<file path="src/rtl/fetch_ctrl_pkg.sv">
// Shared fetch-stage definitions: reset PC, fetch state encoding and the
// upstream PC-select codes from which npc_redirect is formed.
package fetch_ctrl_pkg;

  localparam logic [31:0] PC_RESET_VAL = 32'h0000_3000;

  // FsReq: request outstanding (or about to issue) at F_pc.
  // FsHeld: word for F_pc captured in the instruction buffer, waiting on D.
  typedef enum logic {
    FsReq  = 1'b0,
    FsHeld = 1'b1
  } fetch_state_e;

  // PC-select codes produced by the D-stage decoder for the npc unit.
  typedef enum logic [1:0] {
    PcSelSeq    = 2'd0,
    PcSelBranch = 2'd1,
    PcSelJump   = 2'd2,
    PcSelJr     = 2'd3
  } pc_sel_e;

  // A control transfer redirects fetch for jumps always, branches only when taken.
  function automatic logic is_redirect(pc_sel_e sel, logic br_taken);
    logic redir;
    redir = 1'b0;
    unique case (sel)
      PcSelSeq:    redir = 1'b0;
      PcSelBranch: redir = br_taken;
      PcSelJump:   redir = 1'b1;
      PcSelJr:     redir = 1'b1;
      default:     redir = 1'b0;
    endcase
    return redir;
  endfunction

endpackage

</file>
<file path="src/rtl/fetch_ctrl_if.sv">
// Fetch-stage bundle: hazard/npc inputs, instruction memory handshake and
// the F-stage outputs towards the F/D pipeline register.
interface fetch_ctrl_if #(
  parameter int unsigned ADDR_W = 32
);
  logic              stall;
  logic              npc_redirect;
  logic [ADDR_W-1:0] npc_target;
  logic              imem_req;
  logic [ADDR_W-1:0] imem_addr;
  logic              imem_ready;
  logic [31:0]       imem_rdata;
  logic [ADDR_W-1:0] F_pc;
  logic [31:0]       F_instr;
  logic              F_valid;
  logic              redir_overlap;

  // Fetch controller side.
  modport master (
    input  stall, npc_redirect, npc_target, imem_ready, imem_rdata,
    output imem_req, imem_addr, F_pc, F_instr, F_valid, redir_overlap
  );

  // Surrounding pipeline and memory side.
  modport slave (
    output stall, npc_redirect, npc_target, imem_ready, imem_rdata,
    input  imem_req, imem_addr, F_pc, F_instr, F_valid, redir_overlap
  );
endinterface

</file>
<file path="src/rtl/fetch_ctrl.sv">
// F-stage PC owner: sequences fetches against a variable-latency instruction
// memory, buffers a returned word while D is stalled, and keeps a redirect
// that arrives while the delay-slot fetch is still outstanding.
module fetch_ctrl
  import fetch_ctrl_pkg::*;
#(
  parameter int unsigned       ADDR_W   = 32,
  parameter logic [ADDR_W-1:0] PC_RESET = ADDR_W'(PC_RESET_VAL)
) (
  input logic           clk,
  input logic           reset,
  fetch_ctrl_if.master  fif
);

  fetch_state_e      state_q, state_d;
  logic [ADDR_W-1:0] pc_q, pc_d;
  logic [31:0]       instr_buf_q, instr_buf_d;
  logic              pend_v_q, pend_v_d;
  logic [ADDR_W-1:0] pend_tgt_q, pend_tgt_d;
  logic              overlap_q, overlap_d;

  logic valid;
  logic fire;
  logic redir;

  // F-stage outputs and the fire/redirect qualifiers.
  always_comb begin
    valid = !reset && ((state_q == FsHeld) || (state_q == FsReq && fif.imem_ready));
    fire  = valid && !fif.stall;
    // While stalled, D holds and will re-present its redirect.
    redir = fif.npc_redirect && !fif.stall;

    fif.imem_req      = (state_q == FsReq) && !reset;
    fif.imem_addr     = pc_q;
    fif.F_pc          = pc_q;
    fif.F_valid       = valid;
    fif.F_instr       = (state_q == FsHeld) ? instr_buf_q : fif.imem_rdata;
    fif.redir_overlap = overlap_q;
  end

  // Next-state: fetch sequencing, next-PC priority mux and pending redirect.
  always_comb begin
    state_d     = state_q;
    pc_d        = pc_q;
    instr_buf_d = instr_buf_q;
    pend_v_d    = pend_v_q;
    pend_tgt_d  = pend_tgt_q;
    overlap_d   = overlap_q;

    // A second redirect before the first was consumed: newest target wins.
    if (redir && pend_v_q) begin
      overlap_d = 1'b1;
    end

    if (fire) begin
      state_d  = FsReq;
      pend_v_d = 1'b0;
      if (redir) begin
        pc_d = fif.npc_target;
      end else if (pend_v_q) begin
        pc_d = pend_tgt_q;
      end else begin
        pc_d = pc_q + ADDR_W'(4);
      end
    end else begin
      // Delay slot not issued yet; remember where to go after it.
      if (redir) begin
        pend_v_d   = 1'b1;
        pend_tgt_d = fif.npc_target;
      end
      if (state_q == FsReq && fif.imem_ready) begin
        state_d     = FsHeld;
        instr_buf_d = fif.imem_rdata;
      end
    end
  end

  // State registers with synchronous reset.
  always_ff @(posedge clk) begin
    if (reset) begin
      state_q     <= FsReq;
      pc_q        <= PC_RESET;
      instr_buf_q <= '0;
      pend_v_q    <= 1'b0;
      pend_tgt_q  <= '0;
      overlap_q   <= 1'b0;
    end else begin
      state_q     <= state_d;
      pc_q        <= pc_d;
      instr_buf_q <= instr_buf_d;
      pend_v_q    <= pend_v_d;
      pend_tgt_q  <= pend_tgt_d;
      overlap_q   <= overlap_d;
    end
  end

endmodule

</file>
<file path="src/flat_wrapper.sv">
// flat-port wrapper written by rule: the top's interface ports become plain ports
module fetch_ctrl_flat import fetch_ctrl_pkg::*;
#(
  parameter int unsigned       ADDR_W   = 32,
  parameter logic [ADDR_W-1:0] PC_RESET = ADDR_W'(PC_RESET_VAL)
)
  (clk, reset, fif_stall, fif_npc_redirect, fif_npc_target, fif_imem_ready, fif_imem_rdata, fif_imem_req, fif_imem_addr, fif_F_pc, fif_F_instr, fif_F_valid, fif_redir_overlap);
  fetch_ctrl_if #(.ADDR_W(ADDR_W)) fif_i ();
  input logic clk;
  input logic reset;
  input wire logic [$bits(fif_i.stall)-1:0] fif_stall;
  input wire logic [$bits(fif_i.npc_redirect)-1:0] fif_npc_redirect;
  input wire logic [$bits(fif_i.npc_target)-1:0] fif_npc_target;
  input wire logic [$bits(fif_i.imem_ready)-1:0] fif_imem_ready;
  input wire logic [$bits(fif_i.imem_rdata)-1:0] fif_imem_rdata;
  output wire logic [$bits(fif_i.imem_req)-1:0] fif_imem_req;
  output wire logic [$bits(fif_i.imem_addr)-1:0] fif_imem_addr;
  output wire logic [$bits(fif_i.F_pc)-1:0] fif_F_pc;
  output wire logic [$bits(fif_i.F_instr)-1:0] fif_F_instr;
  output wire logic [$bits(fif_i.F_valid)-1:0] fif_F_valid;
  output wire logic [$bits(fif_i.redir_overlap)-1:0] fif_redir_overlap;
  assign fif_i.stall = fif_stall;
  assign fif_i.npc_redirect = fif_npc_redirect;
  assign fif_i.npc_target = fif_npc_target;
  assign fif_i.imem_ready = fif_imem_ready;
  assign fif_i.imem_rdata = fif_imem_rdata;
  assign fif_imem_req = fif_i.imem_req;
  assign fif_imem_addr = fif_i.imem_addr;
  assign fif_F_pc = fif_i.F_pc;
  assign fif_F_instr = fif_i.F_instr;
  assign fif_F_valid = fif_i.F_valid;
  assign fif_redir_overlap = fif_i.redir_overlap;
  fetch_ctrl #(.ADDR_W(ADDR_W), .PC_RESET(PC_RESET)) u_core (.clk(clk), .reset(reset), .fif(fif_i));
endmodule
</file>
<file path="config.mk">
export PLATFORM = sky130hd
export DESIGN_NAME = fetch_ctrl_flat
export DESIGN_NICKNAME = d
export VERILOG_FILES = /design/src/rtl/fetch_ctrl_pkg.sv /design/src/rtl/fetch_ctrl_if.sv /design/src/rtl/fetch_ctrl.sv /design/src/flat_wrapper.sv
export SDC_FILE = /design/constraint.sdc
export NUM_CORES = 1
export LEC_CHECK = 0
export BUFFER_PORTS_ARGS = -buffer_cell sky130_fd_sc_hd__buf_2
export CAP_MARGIN = 5
export CORE_UTILIZATION = 46
export CTS_BUF_LIST = sky130_fd_sc_hd__clkbuf_8 sky130_fd_sc_hd__clkbuf_16
export DETAILED_ROUTE_END_ITERATION = 10
export GPL_ROUTABILITY_DRIVEN = 0
export PLACE_DENSITY = 0.76
export SLEW_MARGIN = 20
export SYNTH_ARGS = -nofsm -noshare
export SYNTH_HDL_FRONTEND = slang
export SYNTH_SLANG_ARGS = --single-unit
</file>
<file path="constraint.sdc">
create_clock -name clk -period 1.7 [get_ports clk]
set_input_delay 0.425 -clock clk [delete_from_list [all_inputs] [get_ports clk]]
set_output_delay 0.425 -clock clk [all_outputs]
set_load 0.02 [all_outputs]
</file>
Word level (Yosys, flattened, before mapping)
Cells that the tools add are included.
- output and inout bits: 99
- bits in registers: 99
- reductions and logical operators: 12
- bitwise operators: 2
- muxes and demuxes: 3
- add/subtract/negate cells: 1
- operators with widths (operator ; count):
    2-to-1 mux 32 bit ; 3
    adder 32 x 3 -> 32 bit, second input constant ; 1
    logical AND 1 bit ; 6
    AND reduction 2 bit ; 2
    zero test 1 bit ; 2
    inverter 1 bit ; 2
    OR reduction 2 bit ; 1
    logical OR 1 bit ; 1

Depth between registers and ports, before layout
Gate-level depths: netlist (run 1).
- depth in word-level cells: 7
- depth in mapped cells: 7

Least setup slack after synthesis (run 1)
No wires, ideal clock.
- kind: register -> register
- start point: register u_core.pc_q[2], in the netlist u_core.fif.F_pc[2]
- end point: register u_core.pc_q[30], in the netlist u_core.fif.F_pc[30]
- data arrival time: 1759 ps
- data required time: 1626 ps
- path slack: -133 ps
- period minus slack after synthesis: 1833 ps
- library setup time: 74 ps
- stages on the path, launching flop included: 7
- cell sequence: dfxtp_1 -> ha_1 -> nand4_1 -> nor3_2 -> nand4b_1 -> xor2_1 -> a31oi_1
- longest elaborated chain between the ends: 3
- RTL lines (element ; RTL line ; source):
    start: declaration ; fetch_ctrl.sv:16 ; logic [ADDR_W-1:0] pc_q, pc_d;
    start signal: assignment ; fetch_ctrl.sv:89 ; pc_q <= pc_d;
    adder 32 x 3 -> 32 bit ; fetch_ctrl.sv:63 ; pc_d = pc_q + ADDR_W'(4);
    2-to-1 mux 32 bit ; fetch_ctrl.sv:60 ; end else if (pend_v_q) begin
    2-to-1 mux 32 bit ; fetch_ctrl.sv:58 ; if (redir) begin
Every way passes these cells.
A chain may end at the register's enable or synchronous reset.

Worst setup path in the final report (run 1)
- start point: register u_core.state_q
- end point: output port fif_F_valid
- longest elaborated chain between the ends: 4
- RTL lines (element ; RTL line ; source):
    start: declaration ; fetch_ctrl.sv:15 ; fetch_state_e state_q, state_d;
    start signal: assignment ; fetch_ctrl.sv:81 ; state_q <= FsReq;
    start signal: assignment ; fetch_ctrl.sv:88 ; state_q <= state_d;
    inverter 1 bit ; fetch_ctrl.sv:28 ; valid = !reset && ((state_q == FsHeld) || (state_q == FsReq && fif.imem_ready));
    logical AND 1 bit ; fetch_ctrl.sv:28 ;
    logical OR 1 bit * ; fetch_ctrl.sv:28 ;
    logical AND 1 bit * ; fetch_ctrl.sv:28 ;
    end: declaration ; flat_wrapper.sv:20 ; output wire logic [$bits(fif_i.F_valid)-1:0] fif_F_valid;
Every way passes the cells marked *; elsewhere a longest branch is shown, timed or not.

==> impl_metrics.yaml, run 1 <==
status:
  status: "finished with violations"
  violations: "setup timing"
cells_and_area:
  drive_gt1_share_pct: 38.7
  finalNetCount: 907
  area_growth_pct: 34.2
  n_fill_cell: 900
  n_antenna_cell: 0
  final_util_pct: 63.8
setup_path:
  cp_data_required_time_ns: 1.27
  path_max_fanout: 3
  crit_path_frequent_cell: "buf_6"
  cp-end-kind: "primary output"
  path_buf_inv: 4
  path_cells: "buf_4 > buf_6 > o21ba_4 > buf_6 > buf_6"
  path_delay_family: "buffers and inverters"
  setup.worst_path.start_class: "flip-flop"
  cp_slowest_cell: "dfxtp_4"
  arrival_ns: 1.49
  crit_type: "flip-flop to primary output"
  reg2reg_slack_ns: -0.01
  cp_slowest_stage_delay_ns: 0.39
global_routing:
  grt_pass1_vias: 4866
  grt_pass1_wl_mm: 23.0
  grt_overflow: 0
  grt_use_total_pct: 25.2
  grt_max_degree: 49
  antenna_found_initial: 0
drt:
  first_pass_iters: 5
  wl_per_cell_um: 15.8
  via_per_inst: 5.59
  drc: 0
  first_iter_violations: 419
  ant_nets: 0
  wirelength_mm: 15.5
  vias: 5487
clock_tree:
  cts_max_path_buffers: 2
  clk_pin_slew_ns: 0.10
  clockRootBuffer: "clkbuf_8"
  cts_tree: "done"
  hold_buffers: 0
  cts_num_sinks: 99
  htreeDepth: 3
  clk_latency_ns: 0.38
  cts_buffers: 9
synthesis:
  ys_seq_area_share_pct: 38.3
  syn_avg_cell_area_sq_um: 7.82
  ys.flop_type: "dfxtp_1"
  ys_warn_count: 0
  netlist_instances: 662
  ys_ff_latch: 99
  synth.distinct_cells: 52
  synth_edf_count: 0
  syn_area_sq_um: 5180
  synth_async_sr_flop_share_pct: 0
  syn-num-nets: 732
die:
  row_count: 38
  die_area_sq_um: 11700
  coreArea_sq_um: 10900
  die_h_um: 108
  io_pins: 168
  start_util_pct: 47.6
  die_x_um: 108
sta:
  drv_slew: 0
  skew_ns: 0.0100
  rsz0062_at_grt: "true"
  hold_viol: 0
  fin_crit_sh_pct: 113
  fmax_ghz: 0.523
  tns_ns: -5.95
  setup_viol_count_final: 35
  period_needed_ns: 1.91
  tightest_slew_ns: 0.518
  finalWorstSetupSlack_ns: -0.214
  worst_hold_slack_ns: 0.283
  timing.slew.headroom_pct: 65.5
power:
  ir_drop_v: 0.000493
  p_leak_nw: 3.12
  p_per_area_nw_per_um2: 772
job:
  drv_cap: 0
place:
  port_buffers: 167
  dp_hpwl_mm: 10.5
min_path:
  min-delay-path-class: "input pin to flip-flop"
-- path summary, 6_finish.rpt --
path / end / from / cells after the start
worst max-delay path: fif_F_valid / u_core.state_q / 5
worst min-delay path: u_core.instr_buf_q[27] / fif_imem_rdata[27] / 3
worst max register to register: u_core.fif.F_pc[21] / u_core.state_q / 8
worst min register to register: u_core.pend_tgt_q[19] / u_core.pend_tgt_q[19] / 2
-- cell families after synthesis --
logic type      share of synthesized area (%)
simple gates                             23.8
compound gates                           18.3
flops                                    38.3
buf+inv                                  8.55
mux                                      9.08
xor+xnor                                 1.69
fa+ha+maj                               0.242
-- through the flow --
step	instance area (sq um)	cells	power, W	worst slack (ns)
after floorplan	5230	662	0.00319	0.00206
after global placement	6350	948	0.00355	0.0459
after detailed placement	6350	948	0.00358	-0.0270
after CTS	6650	968	0.00531	-0.213
after global routing	6950	982	0.00560	-0.247
final	6950	982	0.00537	-0.214
-- final cells by class --
cell class	instances	area, sq um	share of cell area, %
multi-input combinational	479	2870	41.2
tap	140	175	2.52
clock buffer	11	151	2.18
inverter	5	18.8	0.270
timing repair buffer	243	1640	23.6
sequential	99	2020	29.1
clock inverter	5	76.3	1.10
-- cells in the final DEF (no fill, tap or decap), types with 3 or more instances in the layout --
cell / instances
xor2_1: 10
inv_1: 6
buf_6: 7
buf_12: 8
o21ai_1: 6
nor3_1: 6
a21oi_1: 83
a41oi_1: 4
nand3_1: 21
buf_4: 64
nor2_1: 31
nand3b_1: 3
nor2_4: 4
dfxtp_2: 6
nand2_1: 148
mux2i_1: 11
nand4_1: 10
a221o_1: 4
clkbuf_8: 11
buf_2: 159
nand3_4: 3
dfxtp_1: 85
nor3b_1: 4
clkbuf_16: 4
o21ai_0: 28
and3_1: 11
a31oi_1: 18
dfxtp_4: 8
mux2_2: 30
-- Yosys cell counts, drive strengths merged, types with 2 or more instances --
cell type / n / area, sq um
a211oi: 2 / 15.0
a21oi: 83 / 415
a221o: 4 / 40.0
a222oi: 2 / 20.0
a22oi: 2 / 15.0
a31oi: 18 / 113
a41oi: 4 / 35.0
and2: 2 / 12.5
and3: 11 / 68.8
buf: 44 / 293
clkbuf: 35 / 131
dfxtp: 99 / 1980
inv: 5 / 18.8
mux2: 32 / 360
mux2i: 11 / 110
nand2: 150 / 563
nand2b: 2 / 12.5
nand3: 24 / 138
nand3b: 3 / 22.5
nand4: 11 / 83.8
nand4b: 2 / 17.5
nor2: 35 / 131
nor3: 10 / 66.3
nor3b: 5 / 42.5
nor4: 2 / 42.5
o21ai: 34 / 170
o22a: 2 / 17.5
o22ai: 3 / 18.8
o32a: 2 / 20.0
xor2: 10 / 87.6
-- layer usage --
| metal | up-vias | routed length [um] | share of wire (%) | global-route usage (%) |
|---|---|---|---|---|
| met3 | 29 | 1240 | 8.0 | 6.03 |
| li1 | 2635 | - | - | - |
| met1 | 2548 | 6410 | 41 | 31.0 |
| met5 | - | 0 | 0 | 0 |
| met4 | 0 | 266 | 1.7 | 9.30 |
| met2 | 275 | 7620 | 49 | 42.7 |
-- what timing repair did --
action	4_1_cts	5_1_grt
gates resized for setup	8	38
endpoints found under the setup margin	34	50
gates cloned	1	4
setup buffers	3	10
pin swaps	1	14
-- registers in the layout, summed over array words and instances (netlist names) --
register                  count
u_core.state_q                1
u_core.pend_tgt_q            32
u_core.fif.redir_overlap      1
u_core.fif.F_pc              32
u_core.pend_v_q               1
u_core.instr_buf_q           32
-- where the power goes --
part	total [W]	switching (W)	internal (W)
Sequential	0.00251	0.0000894	0.00242
Clock	0.00174	0.000835	0.000902
Combinational	0.00112	0.000632	0.000485
-- worst register-to-register path: cells and delay by family (launching register included) --
family	cells	cell delay [ns]
buffers and inverters	4	0.52
AO/OA/AOI/OAI	3	0.59
flip-flops	1	0.39
AND/OR/NAND/NOR	1	0.10
No activity file was read; power rests on OpenSTA's default activity.
==> run 2, diff against run 1 <==
CORE_UTILIZATION = 50   (was 46)
PLACE_DENSITY = 0.79   (was 0.76)
clock period = 2.25 ns   (was 1.7 ns; I/O delays follow)
==> impl_metrics.yaml, run 2 (same netlist as run 1, synthesis figures left out) <==
clock_tree:
  clockRootBuffer: "clkbuf_8"
  cts_num_sinks: 99
  cts_max_path_buffers: 2
  post_cts_resized: 0
  hold_buffers: 0
  cts_buffers: 9
  clk_latency_ns: 0.37
  cts_setup_buffers: 0
  cts_tree: "done"
  htreeDepth: 3
  clk_pin_slew_ns: 0.10
place:
  postPlaceCellArea_sq_um: 5990
  dp_hpwl_mm: 9.79
  port_buffers: 167
drt:
  first_iter_violations: 436
  vias: 5252
  drc: 0
  wl_per_cell_um: 15.0
  wirelength_mm: 13.9
  via_per_inst: 5.68
  first_pass_iters: 5
  ant_nets: 0
global_routing:
  grt_pass1_wl_mm: 22.6
  grt_overflow: 0
  antenna_found_initial: 1
  grt_pass1_vias: 4737
  grt_max_degree: 44
  grt_use_total_pct: 25.5
setup_path:
  cp_data_required_time_ns: 1.69
  cp_slowest_cell: "dfxtp_2"
  path_buf_inv: 2
  arrival_ns: 1.62
  path_max_fanout: 33
  setup.worst_path.start_class: "flip-flop"
  path_delay_family: "flip-flops"
  cp_slowest_stage_delay_ns: 0.45
  path_cells: "buf_12 > mux2_2 > buf_2"
  cp-end-kind: "primary output"
  crit_type: "flip-flop to primary output"
sta:
  hold_viol: 0
  fin_crit_sh_pct: 97.1
  skew_ns: 0.0129
  tns_ns: 0
  period_needed_ns: 2.18
  tightest_slew_ns: 1.02
  fmax_ghz: 0.458
  drv_slew: 0
  rsz0062_at_grt: "false"
  timing.slew.headroom_pct: 31.5
  setup_viol_count_final: 0
status:
  status: "finished clean"
die:
  start_util_pct: 52.3
  die_h_um: 104
  coreArea_sq_um: 9910
  die_area_sq_um: 10800
  die_x_um: 104
  row_count: 36
  io_pins: 168
cells_and_area:
  finalNetCount: 857
  layout_commonest_cell: "buf_2"
  finish.instance_area_sq_um: 6220
  multi_input_comb_area_sq_um: 2770
  n_antenna_cell: 0
  final_cell_mix: "buf_2, nand2_1, dfxtp_1"
  area_growth_pct: 20.1
  n_fill_cell: 929
  drive_gt1_share_pct: 31.9
  seq_area_sq_um: 1980
power:
  ir_drop_v: 0.000366
  p_leak_nw: 2.75
  power_w: 0.00392
  p_per_area_nw_per_um2: 630
job:
  drv_cap: 0
min_path:
  min-delay-path-class: "input pin to flip-flop"
run 2: routing by layer:
metal / track usage [%] / vias up / share of wire [%]
li1: - / 2526 / -
met1: 33.5 / 2456 / 42
met2: 40.8 / 242 / 47
met3: 6.10 / 26 / 8.8
met4: 8.98 / 2 / 1.7
met5: 0 / - / 0.094
run 2: cell type report:
class | instances | share of cell area, %
Inverter | 5 | 0.302
Timing Repair Buffer | 193 | 17.0
Clock buffer | 11 | 2.43
Multi-Input combinational cell | 479 | 44.5
Sequential cell | 99 | 31.9
Tap cell | 133 | 2.68
Clock inverter | 5 | 1.23
run 2: path summary, 6_finish.rpt:
kind	from	to	slack, ns	cells past startpoint
setup / recovery	u_core.state_q	fif_F_instr[15]	0.07	3
hold / removal	fif_npc_target[0]	u_core.pend_tgt_q[0]	0.43	3
setup reg to reg	u_core.fif.F_pc[3]	u_core.fif.F_pc[28]	0.18	6
hold reg to reg	u_core.pend_tgt_q[1]	u_core.pend_tgt_q[1]	0.45	2
run 2: metrics by stage:
| stage | std cells | hold WS (ns) | util [%] | setup WS, ns |
|---|---|---|---|---|
| final | 925 | 0.434 | 62.8 | 0.0653 |
| after global routing | 925 | 0.426 | 62.8 | 0.0251 |
| after CTS | 925 | 0.418 | 62.8 | 0.0507 |
| after detailed placement | 909 | 0.444 | 60.5 | 0.0366 |
| after global placement | 909 | 0.437 | 60.5 | 0.0869 |
| after floorplan | 662 | 0.431 | - | 0.232 |
run 2: report_power, final:
part	internal (W)	switching, W	leakage [nW]
combinational	0.000279	0.000435	1.83
clock	0.000682	0.000616	0.117
sequential	0.00183	0.0000696	0.808
total	0.00280	0.00112	2.75
run 2: worst min-delay path: cells and delay by family:
| family | cells | cell delay, ns |
|---|---|---|
| AOI/OAI and AO/OA | 1 | 0.05 |
| and+or+nand+nor | 1 | 0.05 |
| buffers and inverters | 1 | 0.10 |
==> run 3, diff against run 2 <==
MAX_ROUTING_LAYER = met4   (was unset)
SLEW_MARGIN = unset   (was 20)
==> impl_metrics.yaml, run 3 (same netlist as run 1, synthesis figures left out) <==
clock_tree:
  clk_pin_slew_ns: 0.10
  post_cts_resized: 0
  cts_tree: "done"
  hold_buffers: 0
  htreeDepth: 3
  cts_max_path_buffers: 2
  cts_buffers: 9
  clockRootBuffer: "clkbuf_8"
  clk_latency_ns: 0.37
  cts_num_sinks: 99
  cts_setup_buffers: 0
min_path:
  holdPathStages: 3
  min-delay-path-class: "input pin to flip-flop"
  hp-start: "fif_npc_target[13]"
die:
  start_util_pct: 52.3
  row_count: 36
  die_area_sq_um: 10800
  coreArea_sq_um: 9910
  io_pins: 168
  die_h_um: 104
  die_x_um: 104
sta:
  hold_viol: 0
  fmax_ghz: 0.457
  fin_crit_sh_pct: 97.2
  rsz0062_at_grt: "false"
  drv_slew: 0
  timing.slew.headroom_pct: 32.7
  skew_ns: 0.0162
  tns_ns: 0
  tightest_slew_ns: 1.01
  setup_viol_count_final: 0
  period_needed_ns: 2.19
global_routing:
  grt_max_degree: 44
  grt_pass1_vias: 4746
  grt_use_total_pct: 26.3
  grt_pass1_wl_mm: 22.6
  grt_overflow: 0
  antenna_found_initial: 1
cells_and_area:
  layout_commonest_cell: "buf_2"
  finalNetCount: 857
  n_fill_cell: 929
  drive_gt1_share_pct: 31.9
  final_util_pct: 62.8
  area_growth_pct: 20.1
  final_cell_mix: "buf_2, nand2_1, dfxtp_1"
setup_path:
  r2r_cells: 6
  setup.worst_path.start_class: "flip-flop"
  path_max_fanout: 33
  cp-end-kind: "primary output"
  crit_type: "flip-flop to primary output"
  startpoint: "u_core.state_q"
  reg2reg_from: "u_core.fif.F_pc[3]"
  cp_data_required_time_ns: 1.69
  arrival_ns: 1.62
place:
  port_buffers: 167
  dp_hpwl_mm: 9.79
drt:
  via_per_inst: 5.71
  first_iter_violations: 390
  vias: 5291
  wl_per_cell_um: 15.0
  ant_nets: 0
  drc: 0
  first_pass_iters: 5
  wirelength_mm: 13.9
job:
  drv_cap: 0
power:
  p_per_area_nw_per_um2: 630
  ir_drop_v: 0.000372
  p_leak_nw: 2.75
status:
  status: "finished clean"
==> run 3: cell count changes in the layout (fill, tap and decap cells not counted), sizes merged <==
cell and change:
diode +1
==> run 3: worst paths after layout <==
| kind | slack [ns] | end |
|---|---|---|
| hold / removal | 0.44 | u_core.pend_tgt_q[13] |
| setup reg to reg | 0.19 | u_core.fif.F_pc[28] |
| hold reg to reg | 0.45 | u_core.pend_tgt_q[1] |
| setup / recovery | 0.06 | fif_F_instr[15] |
==> run 3: layer usage <==
layer / vias up / part of all wire [%] / GRT usage (%)
met2: 243 / 48 / 41.1
met1: 2494 / 43 / 34.1
met4: 0 / 1.6 / 8.98
met3: 20 / 8.3 / 4.91
met5: - / 0 / -
li1: 2534 / - / -
==> run 3: area by class of cell <==
cell class	instances	area, sq um	share of cell area [%]
diodes	1	2.50	0.0402
repair buffers	193	1060	17.0
multi-input cells	479	2770	44.5
inverters	5	18.8	0.302
clock buffers	11	151	2.43
well taps	133	166	2.67
flip-flops and latches	99	1980	31.9
clock inverters	5	76.3	1.23
==> run 3: through the flow <==
step | instance area (sq um) | instances | total power (W) | setup slack (ns) | hold slack, ns
2_1_floorplan | 5180 | 662 | 0.00241 | 0.232 | 0.431
3_3_place_gp | 5990 | 909 | 0.00263 | 0.0869 | 0.437
3_5_place_dp | 5990 | 909 | 0.00265 | 0.0366 | 0.444
4_1_cts | 6220 | 925 | 0.00395 | 0.0507 | 0.418
5_1_grt | 6220 | 926 | 0.00409 | 0.0251 | 0.426
6_report | 6220 | 926 | 0.00392 | 0.0636 | 0.438
==> run 3: critical path: stages, from the launching register on <==
cell and delay [ns]:
dfxtp_2 0.46, buf_12 0.24, mux2_2 0.38, buf_2 0.16
==> run 3: report_power, final <==
part           switching (W)  internal (W)
logic               0.000435      0.000279
clock network       0.000621      0.000682
registers          0.0000698       0.00183
total                0.00113       0.00280
